`config.mk`:
```
export PLATFORM = sky130hd
export DESIGN_NAME = systolic_feed_ctrl
export DESIGN_NICKNAME = d
export VERILOG_FILES = /design/src/rtl/systolic_pkg.sv /design/src/rtl/systolic_skew_gen.sv /design/src/rtl/systolic_feed_ctrl.sv
export SDC_FILE = /design/constraint.sdc
export NUM_CORES = 1
export LEC_CHECK = 0
export CAP_MARGIN = 15
export CELL_PAD_IN_SITES_DETAIL_PLACEMENT = 1
export CELL_PAD_IN_SITES_GLOBAL_PLACEMENT = 2
export CORE_ASPECT_RATIO = 0.75
export CORE_MARGIN = 2
export CORE_UTILIZATION = 33
export DETAILED_ROUTE_END_ITERATION = 6
export GPL_ROUTABILITY_DRIVEN = 0
export GPL_TIMING_DRIVEN = 1
export PLACE_DENSITY = 0.95
export SLEW_MARGIN = 20
export SYNTH_ARGS = -nofsm -noshare
export SYNTH_HDL_FRONTEND = slang
export SYNTH_SLANG_ARGS = --single-unit
```
`constraint.sdc`:
```
create_clock -name clk -period 11.85 [get_ports clk]
set_input_delay 1.185 -clock clk [delete_from_list [all_inputs] [get_ports clk]]
set_output_delay 1.185 -clock clk [all_outputs]
set_load 0.005 [all_outputs]
```
`src/rtl/systolic_pkg.sv`:
```
// Shared constants, state encoding and width helper for the systolic feed controller.
package systolic_pkg;

  localparam int N          = 3;
  localparam int FEED_STEPS = 2 * N - 1;
  localparam int STEP_W     = $clog2(FEED_STEPS);

  typedef enum logic [2:0] {
    StIdle,
    StClear,
    StFeed,
    StDrain,
    StOut
  } feed_state_t;

  function automatic int unsigned res_w(int unsigned dw);
    return 2 * dw + 1;
  endfunction

endpackage

```
`src/rtl/systolic_skew_gen.sv`:
```
// Combinational skew generator: selects the diagonal wavefront of A rows and B columns for a step.
module systolic_skew_gen
  import systolic_pkg::*;
#(
  parameter int unsigned DATA_WIDTH = 8
) (
  input  logic [STEP_W-1:0]           step,
  input  logic [N*N*DATA_WIDTH-1:0]   a,
  input  logic [N*N*DATA_WIDTH-1:0]   b,
  output logic [N*DATA_WIDTH-1:0]     op_a,
  output logic [N*DATA_WIDTH-1:0]     op_b
);

  // Row i of A and column i of B are both delayed by i steps, so one window test covers both.
  always_comb begin
    op_a = '0;
    op_b = '0;
    for (int i = 0; i < N; i++) begin
      if (int'(step) >= i && int'(step) - i < N) begin
        op_a[i*DATA_WIDTH +: DATA_WIDTH] = a[(i*N + int'(step) - i)*DATA_WIDTH +: DATA_WIDTH];
        op_b[i*DATA_WIDTH +: DATA_WIDTH] = b[((int'(step) - i)*N + i)*DATA_WIDTH +: DATA_WIDTH];
      end
    end
  end

endmodule

```
`src/rtl/systolic_feed_ctrl.sv`:
```
// Job controller for a 3x3 output-stationary systolic array: accept, clear, feed, drain, present.
module systolic_feed_ctrl
  import systolic_pkg::*;
#(
  parameter int unsigned DATA_WIDTH   = 8,
  parameter int unsigned DRAIN_CYCLES = 3
) (
  input  logic                                   clk,
  input  logic                                   rst,
  input  logic                                   in_valid,
  output logic                                   in_ready,
  input  logic [9*DATA_WIDTH-1:0]                in_a,
  input  logic [9*DATA_WIDTH-1:0]                in_b,
  output logic                                   arr_clr,
  output logic [DATA_WIDTH-1:0]                  arr_a1,
  output logic [DATA_WIDTH-1:0]                  arr_a2,
  output logic [DATA_WIDTH-1:0]                  arr_a3,
  output logic [DATA_WIDTH-1:0]                  arr_b1,
  output logic [DATA_WIDTH-1:0]                  arr_b2,
  output logic [DATA_WIDTH-1:0]                  arr_b3,
  input  logic [9*(2*DATA_WIDTH+1)-1:0]          arr_c,
  output logic                                   out_valid,
  input  logic                                   out_ready,
  output logic [9*(2*DATA_WIDTH+1)-1:0]          out_c,
  output logic                                   busy
);

  localparam int unsigned ResW   = res_w(DATA_WIDTH);
  localparam int unsigned CntMax = (FEED_STEPS > DRAIN_CYCLES) ? FEED_STEPS : DRAIN_CYCLES;
  localparam int unsigned CntW   = $clog2(CntMax);

  feed_state_t state_q, state_d;
  logic [CntW-1:0]              cnt_q, cnt_d;
  logic [9*DATA_WIDTH-1:0]      a_q, b_q;
  logic [N*DATA_WIDTH-1:0]      op_a_q, op_b_q, skew_a, skew_b;
  logic                         clr_q;
  logic [9*ResW-1:0]            out_c_q;
  logic                         accept, capture;

  // Fed with the next step so the registered operands line up with the FEED cycle they belong to.
  systolic_skew_gen #(
    .DATA_WIDTH(DATA_WIDTH)
  ) u_skew_gen (
    .step(cnt_d[STEP_W-1:0]),
    .a   (a_q),
    .b   (b_q),
    .op_a(skew_a),
    .op_b(skew_b)
  );

  always_ff @(posedge clk or negedge rst) begin
    if (!rst) begin
      state_q <= StIdle;
      cnt_q   <= '0;
    end else begin
      state_q <= state_d;
      cnt_q   <= cnt_d;
    end
  end

  always_comb begin
    state_d = state_q;
    cnt_d   = cnt_q;
    unique case (state_q)
      StIdle: begin
        if (in_valid) state_d = StClear;
      end
      StClear: begin
        state_d = StFeed;
        cnt_d   = '0;
      end
      StFeed: begin
        if (cnt_q == CntW'(FEED_STEPS - 1)) begin
          state_d = StDrain;
          cnt_d   = '0;
        end else begin
          cnt_d = cnt_q + CntW'(1);
        end
      end
      StDrain: begin
        if (cnt_q == CntW'(DRAIN_CYCLES - 1)) begin
          state_d = StOut;
          cnt_d   = '0;
        end else begin
          cnt_d = cnt_q + CntW'(1);
        end
      end
      StOut: begin
        if (out_ready) state_d = StIdle;
      end
      default: state_d = StIdle;
    endcase
  end

  always_comb begin
    in_ready  = (state_q == StIdle);
    busy      = (state_q != StIdle);
    out_valid = (state_q == StOut);
    accept    = (state_q == StIdle) && in_valid;
    capture   = (state_q == StDrain) && (state_d == StOut);
  end

  // clr_q resets high so the array is held clear for as long as reset is asserted.
  always_ff @(posedge clk or negedge rst) begin
    if (!rst) begin
      a_q     <= '0;
      b_q     <= '0;
      op_a_q  <= '0;
      op_b_q  <= '0;
      clr_q   <= 1'b1;
      out_c_q <= '0;
    end else begin
      clr_q  <= (state_d == StClear);
      op_a_q <= (state_d == StFeed) ? skew_a : '0;
      op_b_q <= (state_d == StFeed) ? skew_b : '0;
      if (accept) begin
        a_q <= in_a;
        b_q <= in_b;
      end
      if (capture) out_c_q <= arr_c;
    end
  end

  assign arr_clr = clr_q;
  assign arr_a1  = op_a_q[0*DATA_WIDTH +: DATA_WIDTH];
  assign arr_a2  = op_a_q[1*DATA_WIDTH +: DATA_WIDTH];
  assign arr_a3  = op_a_q[2*DATA_WIDTH +: DATA_WIDTH];
  assign arr_b1  = op_b_q[0*DATA_WIDTH +: DATA_WIDTH];
  assign arr_b2  = op_b_q[1*DATA_WIDTH +: DATA_WIDTH];
  assign arr_b3  = op_b_q[2*DATA_WIDTH +: DATA_WIDTH];
  assign out_c   = out_c_q;

endmodule

```
After elaboration in Yosys (flattened, before gate mapping)
Index checks and enable logic that the tools add are counted.
Widths: inputs -> output; s select.
{ "totals": {"regBits": 352, "latch_bits": 0, "ram_bits": 0, "mem_bits_ro": 0, "input_bits": 301, "wordCells": 64, "memories": 0} }
{ "classes": {"add_sub_neg": 11, "n_mul": 3, "n_div": 0, "order_cmp": 5, "n_eq_ne": 9, "n_shift": 6, "mux": 16, "bitwise": 0, "n_reduce_logical": 6} }
{ "op_table": {"columns": ["cell", "count"], "rows": [
  ["$shiftx 72x33->8", 5],
  ["$shiftx 72x7->8", 1],
  ["$lt 32x3->1 const B", 2],
  ["$mul 32x2->29 const B", 2],
  ["$mux 24", 2],
  ["$mux 8", 6],
  ["$add 29x1->29 const B", 1],
  ["$add 29x2->29 const B", 1],
  ["$sub 29x1->29 const B", 1],
  ["$sub 29x2->29 const B", 1],
  ["$mux 3", 6],
  ["$pmux 3 s5", 1],
  ["$eq 3x2->1 const B", 4],
  ["$eq 3x3->1 const B", 3],
  ["$pmux 3 s3", 1],
  ["$sub 3x1->4 const B", 2],
  ["$sub 3x2->4 const B", 2],
  ["$eq 3x1->1 const B", 2],
  ["$mul 3x2->5 const B", 1],
  ["$add 2x3->4 const A", 1],
  ["$add 3x3->4 const A", 1],
  ["$logic_and 1x1->1", 4],
  ["$add 3x1->3 const B", 1],
  ["$ge 3x1->1 const B", 1],
  ["other kinds (4)", 4]
]} }

Longest topological paths before layout
{ "logic_depth": {"depth_word": 9, "ltp_mapped": 20} }

Modules after synthesis
From an unflattened synthesis, not the netlist that was laid out.
{ "unflattened": {"hier_cells": 1160, "area_unflattened_um2": 16572.1} }
{ "modules_own_cells": {"columns": ["module", "n_inst", "cells_each", "area_per_inst_um2"], "rows": [
  ["systolic_feed_ctrl", 1, 786, 13454.2],
  ["systolic_skew_gen", 1, 374, 3118.0]
]} }

Worst setup path after synthesis
No wires, ideal clock.
{ "synth_timing": {"path_kind": "register to register", "start": "register cnt_q[0]", "end": "register op_b_q[10]", "arrival_ns": 4.554, "setup_slack_ns": 7.230, "path_stages_with_launch": 21, "path_buffers": 4, "synth_period_minus_slack_ns": 4.620, "cell_sequence": "dfrtp_1 inv_1 ha_1 mux2i_1 a211oi_2 or2_1 inv_1 buf_2 buf_2 buf_2 ha_1 clkbuf_1 inv_1 a21oi_4 inv_1 ha_1 a21oi_1 o21ai_1 or4_4 nor3_4 a22o_1"} }
{ "synth_between": {"elab_chain_cells": 9} }
{ "synth_rtl": {"columns": ["item", "line", "text"], "rows": [
  ["start: declaration", "systolic_feed_ctrl.sv:33", "logic [CntW-1:0] cnt_q, cnt_d;"],
  ["start signal: assignment", "systolic_feed_ctrl.sv:57", "cnt_q <= cnt_d;"],
  ["$add 3x1->3 (tied with other cells)", "systolic_feed_ctrl.sv:77, systolic_feed_ctrl.sv:85", null],
  ["$mux 3, on equally long branches", "systolic_feed_ctrl.sv:81, systolic_feed_ctrl.sv:73", null],
  ["$pmux 3 s3", "systolic_feed_ctrl.sv:64", "unique case (state_q)"],
  ["$sub 3x1->4", "systolic_skew_gen.sv:19, systolic_skew_gen.sv:21", null],
  ["$mul 32x2->29", "systolic_skew_gen.sv:21", "op_b[i*DATA_WIDTH +: DATA_WIDTH] = b[((int'(step) - i)*N + i)*DATA_WIDTH +: DATA_WIDTH];"],
  ["$add 29x1->29", "systolic_skew_gen.sv:21", null],
  ["$shiftx 72x33->8", "systolic_skew_gen.sv:21", null],
  ["$mux 8", "systolic_skew_gen.sv:19", "if (int'(step) >= i && int'(step) - i < N) begin"],
  ["$mux 24 (*)", "systolic_feed_ctrl.sv:115", "op_b_q <= (state_d == StFeed) ? skew_b : '0;"],
  ["end signal: assignment", "systolic_feed_ctrl.sv:115", null],
  ["end: declaration", "systolic_feed_ctrl.sv:35", "logic [N*DATA_WIDTH-1:0] op_a_q, op_b_q, skew_a, skew_b;"]
]} }
Mark *: on every way between the ends. The rest lies on a longest branch, timed or not.
A chain may end at the register's enable or synchronous reset.

Worst setup path after layout
{ "layout_timing": {"start": "register cnt_q[0]", "end": "register op_a_q[8]"} }
{ "layout_between": {"elab_chain_cells": 8} }
{ "layout_rtl": {"columns": ["item", "line", "text"], "rows": [
  ["$add 3x1->3 (tied with other cells)", "systolic_feed_ctrl.sv:77, systolic_feed_ctrl.sv:85", null],
  ["$mux 3, on equally long branches", "systolic_feed_ctrl.sv:81, systolic_feed_ctrl.sv:73", null],
  ["$pmux 3 s3", "systolic_feed_ctrl.sv:64", null],
  ["$add 2x3->4 or $sub 3x1->4 (tied branches)", "systolic_skew_gen.sv:20, systolic_skew_gen.sv:19", null],
  ["$sub 29x1->29 or $lt 32x3->1 (tied branches)", "systolic_skew_gen.sv:20, systolic_skew_gen.sv:19", null],
  ["$shiftx 72x33->8 or $logic_and 1x1->1 (tied branches)", "systolic_skew_gen.sv:20, systolic_skew_gen.sv:19", null],
  ["$mux 8", "systolic_skew_gen.sv:19", null],
  ["$mux 24 (*)", "systolic_feed_ctrl.sv:114", "op_a_q <= (state_d == StFeed) ? skew_a : '0;"],
  ["end signal: assignment", "systolic_feed_ctrl.sv:114", null],
  ["end: declaration", "systolic_feed_ctrl.sv:35", null]
]} }
Marked as above.

==> flow_metrics.py <==
metrics = {
    "run_status": {
        "outcome": "finished, final reports clean",
    },
    "drt": {
        "post_drt_wl_per_cell_um": 25.2,
        "via_count": 12400,
        "drtPass1Iterations": 5,
        "viasPerCell": 5.18,
        "ant_nets": 0,
        "drc": 0,
        "first_iter_violations": 834,
        "drt_wl_total_um": 60200,
    },
    "floorplan": {
        "start_util": 0.335,
        "rows": 69,
        "io_pins": 506,
        "die_area_sq_mm": 0.0501,
        "core_area_sq_mm": 0.0475,
        "die_w_um": 258,
        "die_h_um": 194,
    },
    "cts": {
        "clockBufferDepth": 3,
        "path_clk_slew_ns": 0.06,
        "postCtsSetupBuffers": 0,
        "numCtsBuffers": 40,
        "cts.htree.levels": 2,
        "clkLatencyLatePin_ns": 0.55,
        "clock_sinks": 352,
        "cts_tree": "built",
        "cts_root_buf": "clkbuf_16",
        "hold_buffers": 0,
        "postCtsResizedCells": 0,
    },
    "yosys": {
        "ys_ff_latch": 352,
        "yosysTopAreaCell": "dfrtp_1",
        "yosysSeqAreaShare": 0.553,
        "synth-simple-area-share": 0.0727,
        "yosys.area.top_type_share": 0.551,
        "async_reset_ff_frac": 1.00,
        "synth_common_cells": "351 x dfrtp_1, 297 x mux2_2, 101 x nand2_1",
        "netlist_instances": 1222,
        "synth_compound_area_frac": 0.0749,
        "netlist_area_sq_mm": 0.0159,
        "ys_top_cells_by_area": "dfrtp_1 55%, mux2_2 21%, mux2i_1 3.0%",
        "yosysUniqueCellTypes": 69,
        "synth.area.mux_share": 0.254,
        "synth_xor_area_frac": 0.00338,
        "synthAdderAreaFrac": 0.0181,
        "yosysMostFrequentCell": "dfrtp_1",
        "syn_nets": 1546,
        "synth_ff_type": "dfrtp_1",
        "synth-edff-count": 0,
        "synth_top_family_by_area": "multiplexers",
        "ys_warn_count": 0,
        "synth_area_per_cell_sq_um": 13.0,
    },
    "setup_path": {
        "cp_slowest_stage_delay_ns": 0.68,
        "critical_path_arrival_ns": 5.95,
        "path_max_fanout": 59,
        "start_kind": "flip-flop",
        "cp-end-kind": "flip-flop",
        "cp_common_cell": "ha_1",
        "r2r_slack_ns": 6.36,
        "path_depth": 15,
        "r2r-end": "op_a_q[8]",
        "critical_path_buf_inv_count": 4,
        "path_class": "flip-flop to flip-flop",
        "worst_path_max_delay_cell": "o211ai_2",
        "crit_family": "buffers and inverters",
        "worstPathCellList": "inv_1, ha_1, nand2b_1, a32oi_4, nand2_4, inv_2, buf_4, ha_1, inv_1, ha_1, nand3_1, a21boi_0, o211ai_2, nand4_1, a21oi_1",
        "reg2reg_depth": 15,
        "reg2reg_from": "cnt_q[0]",
        "required_ns": 12.30,
    },
    "power_and_ir_drop": {
        "p_leak_nw": 9.62,
        "peakVddDrop_uv": 273,
        "p_per_area_mw_per_mm2": 384,
    },
    "sta": {
        "rsz0062_at_grt": "false",
        "layout_min_cycle_time_ns": 5.49,
        "fin_crit_sh": 0.464,
        "hold_slack_ns": 0.507,
        "setup_viol": 0,
        "finalMaxSlewViolations": 0,
        "hold_viol_final": 0,
        "fin_setup_tns_ns": 0,
        "max_freq_mhz": 182,
        "relSlewSlack": 0.350,
        "worstMarginPinSlew_ns": 0.975,
        "clock_skew_ns": 0.0192,
    },
    "finish": {
        "fin_nets": 2038,
        "area.growth.synth_to_final_pct": 44.8,
        "fin_util": 0.486,
        "drive_gt1_frac": 0.235,
    },
    "place": {
        "dp.final_hpwl_um": 45000,
        "io_buffers": 505,
    },
    "run": {
        "maxCapViolCount": 0,
    },
    "min_path": {
        "hold_depth": 1,
        "holdPathEnd": "out_c[27]",
        "min-delay-start": "out_c[27]",
        "worst_hold_path_type": "flip-flop to flip-flop",
    },
    "grt": {
        "grt_pass1_vias": 13500,
        "grt_pass1_wl_um": 89700,
        "track_usage": 0.237,
        "grt_overflow": 0,
        "grt_max_degree": 157,
        "antenna_found_initial": 6,
    },
}
## cell type report
cell class	count	area, sq um
clock buffer	60	1190
clock inverter	13	213
fill	4878	24400
multi-input combinational	782	6770
timing repair buffer	518	5210
sequential	352	8810
inverter	20	75.1
tap	639	800
antenna	5	12.5
## kinds of logic (layout without fill, tap and decap cells)
kind of cell	after synthesis	count (layout)
compound gates	154	154
buf+inv	88	611
xor+xnor	4	4
simple gates	247	247
mux	354	354
flops	352	352
other cells	0	5
fa+ha+maj	23	23
## where the power goes
part	total, mW	switching (mW)	leakage (nW)	internal [mW]
clock network	1.33	0.523	0.689	0.804
logic	5.27	2.86	4.62	2.41
registers	2.26	0.486	4.32	1.77
total	8.85	3.86	9.62	4.99
## through the flow
step | worst slack (ns) | total power [mW] | instances | area [sq um]
detailed placement | 6.49 | 7.34 | 2309 | 21600
CTS | 6.42 | 8.74 | 2382 | 23000
global placement | 6.78 | 7.10 | 2309 | 21600
floorplan | 7.23 | 5.39 | 1222 | 15900
global route | 6.01 | 9.33 | 2389 | 23100
finish | 6.36 | 8.85 | 2389 | 23100
## metal layers
| metal | vias up | wire length [um] | GRT usage |
|---|---|---|---|
| met2 | 463 | 29800 | 0.394 |
| li1 | 5407 | - | - |
| met3 | 93 | 3940 | 0.0480 |
| met5 | - | 12 | 0 |
| met1 | 6415 | 25000 | 0.313 |
| met4 | 2 | 1470 | 0.0644 |
## layout by cell type (no fill, tap or decap), types with 7 or more instances in the layout
| cell type | n |
|---|---|
| clkbuf_8 | 11 |
| clkbuf_1 | 9 |
| or3_1 | 14 |
| dfrtp_1 | 351 |
| mux4_2 | 10 |
| o311ai_0 | 14 |
| ha_1 | 23 |
| a21oi_1 | 48 |
| mux2_2 | 297 |
| nand3_1 | 14 |
| clkbuf_16 | 40 |
| clkdlybuf4s50_1 | 504 |
| a211oi_1 | 10 |
| mux2i_1 | 47 |
| nand2_1 | 101 |
| o21ai_0 | 7 |
| buf_4 | 9 |
| and3_1 | 7 |
| nor2_1 | 77 |
| a22o_1 | 15 |
| inv_1 | 19 |
| o32a_1 | 14 |
| a311oi_1 | 7 |
## flip-flops by register name (all words and copies together) (netlist names)
name     count
out_c      153
b_q         72
op_a_q      24
state_q      3
arr_clr      1
a_q         72
cnt_q        3
op_b_q      24
## how the worst max path moves through the flow
stage / start / endpoint
after CTS: cnt_q[0] / op_a_q[8]
final: cnt_q[0] / op_a_q[8]
after global routing: cnt_q[0] / op_a_q[9]
after detailed placement: cnt_q[0] / op_a_q[8]
after global placement: cnt_q[0] / op_a_q[12]
after floorplan: cnt_q[0] / op_b_q[10]
Power figures use the tool's default switching activity.
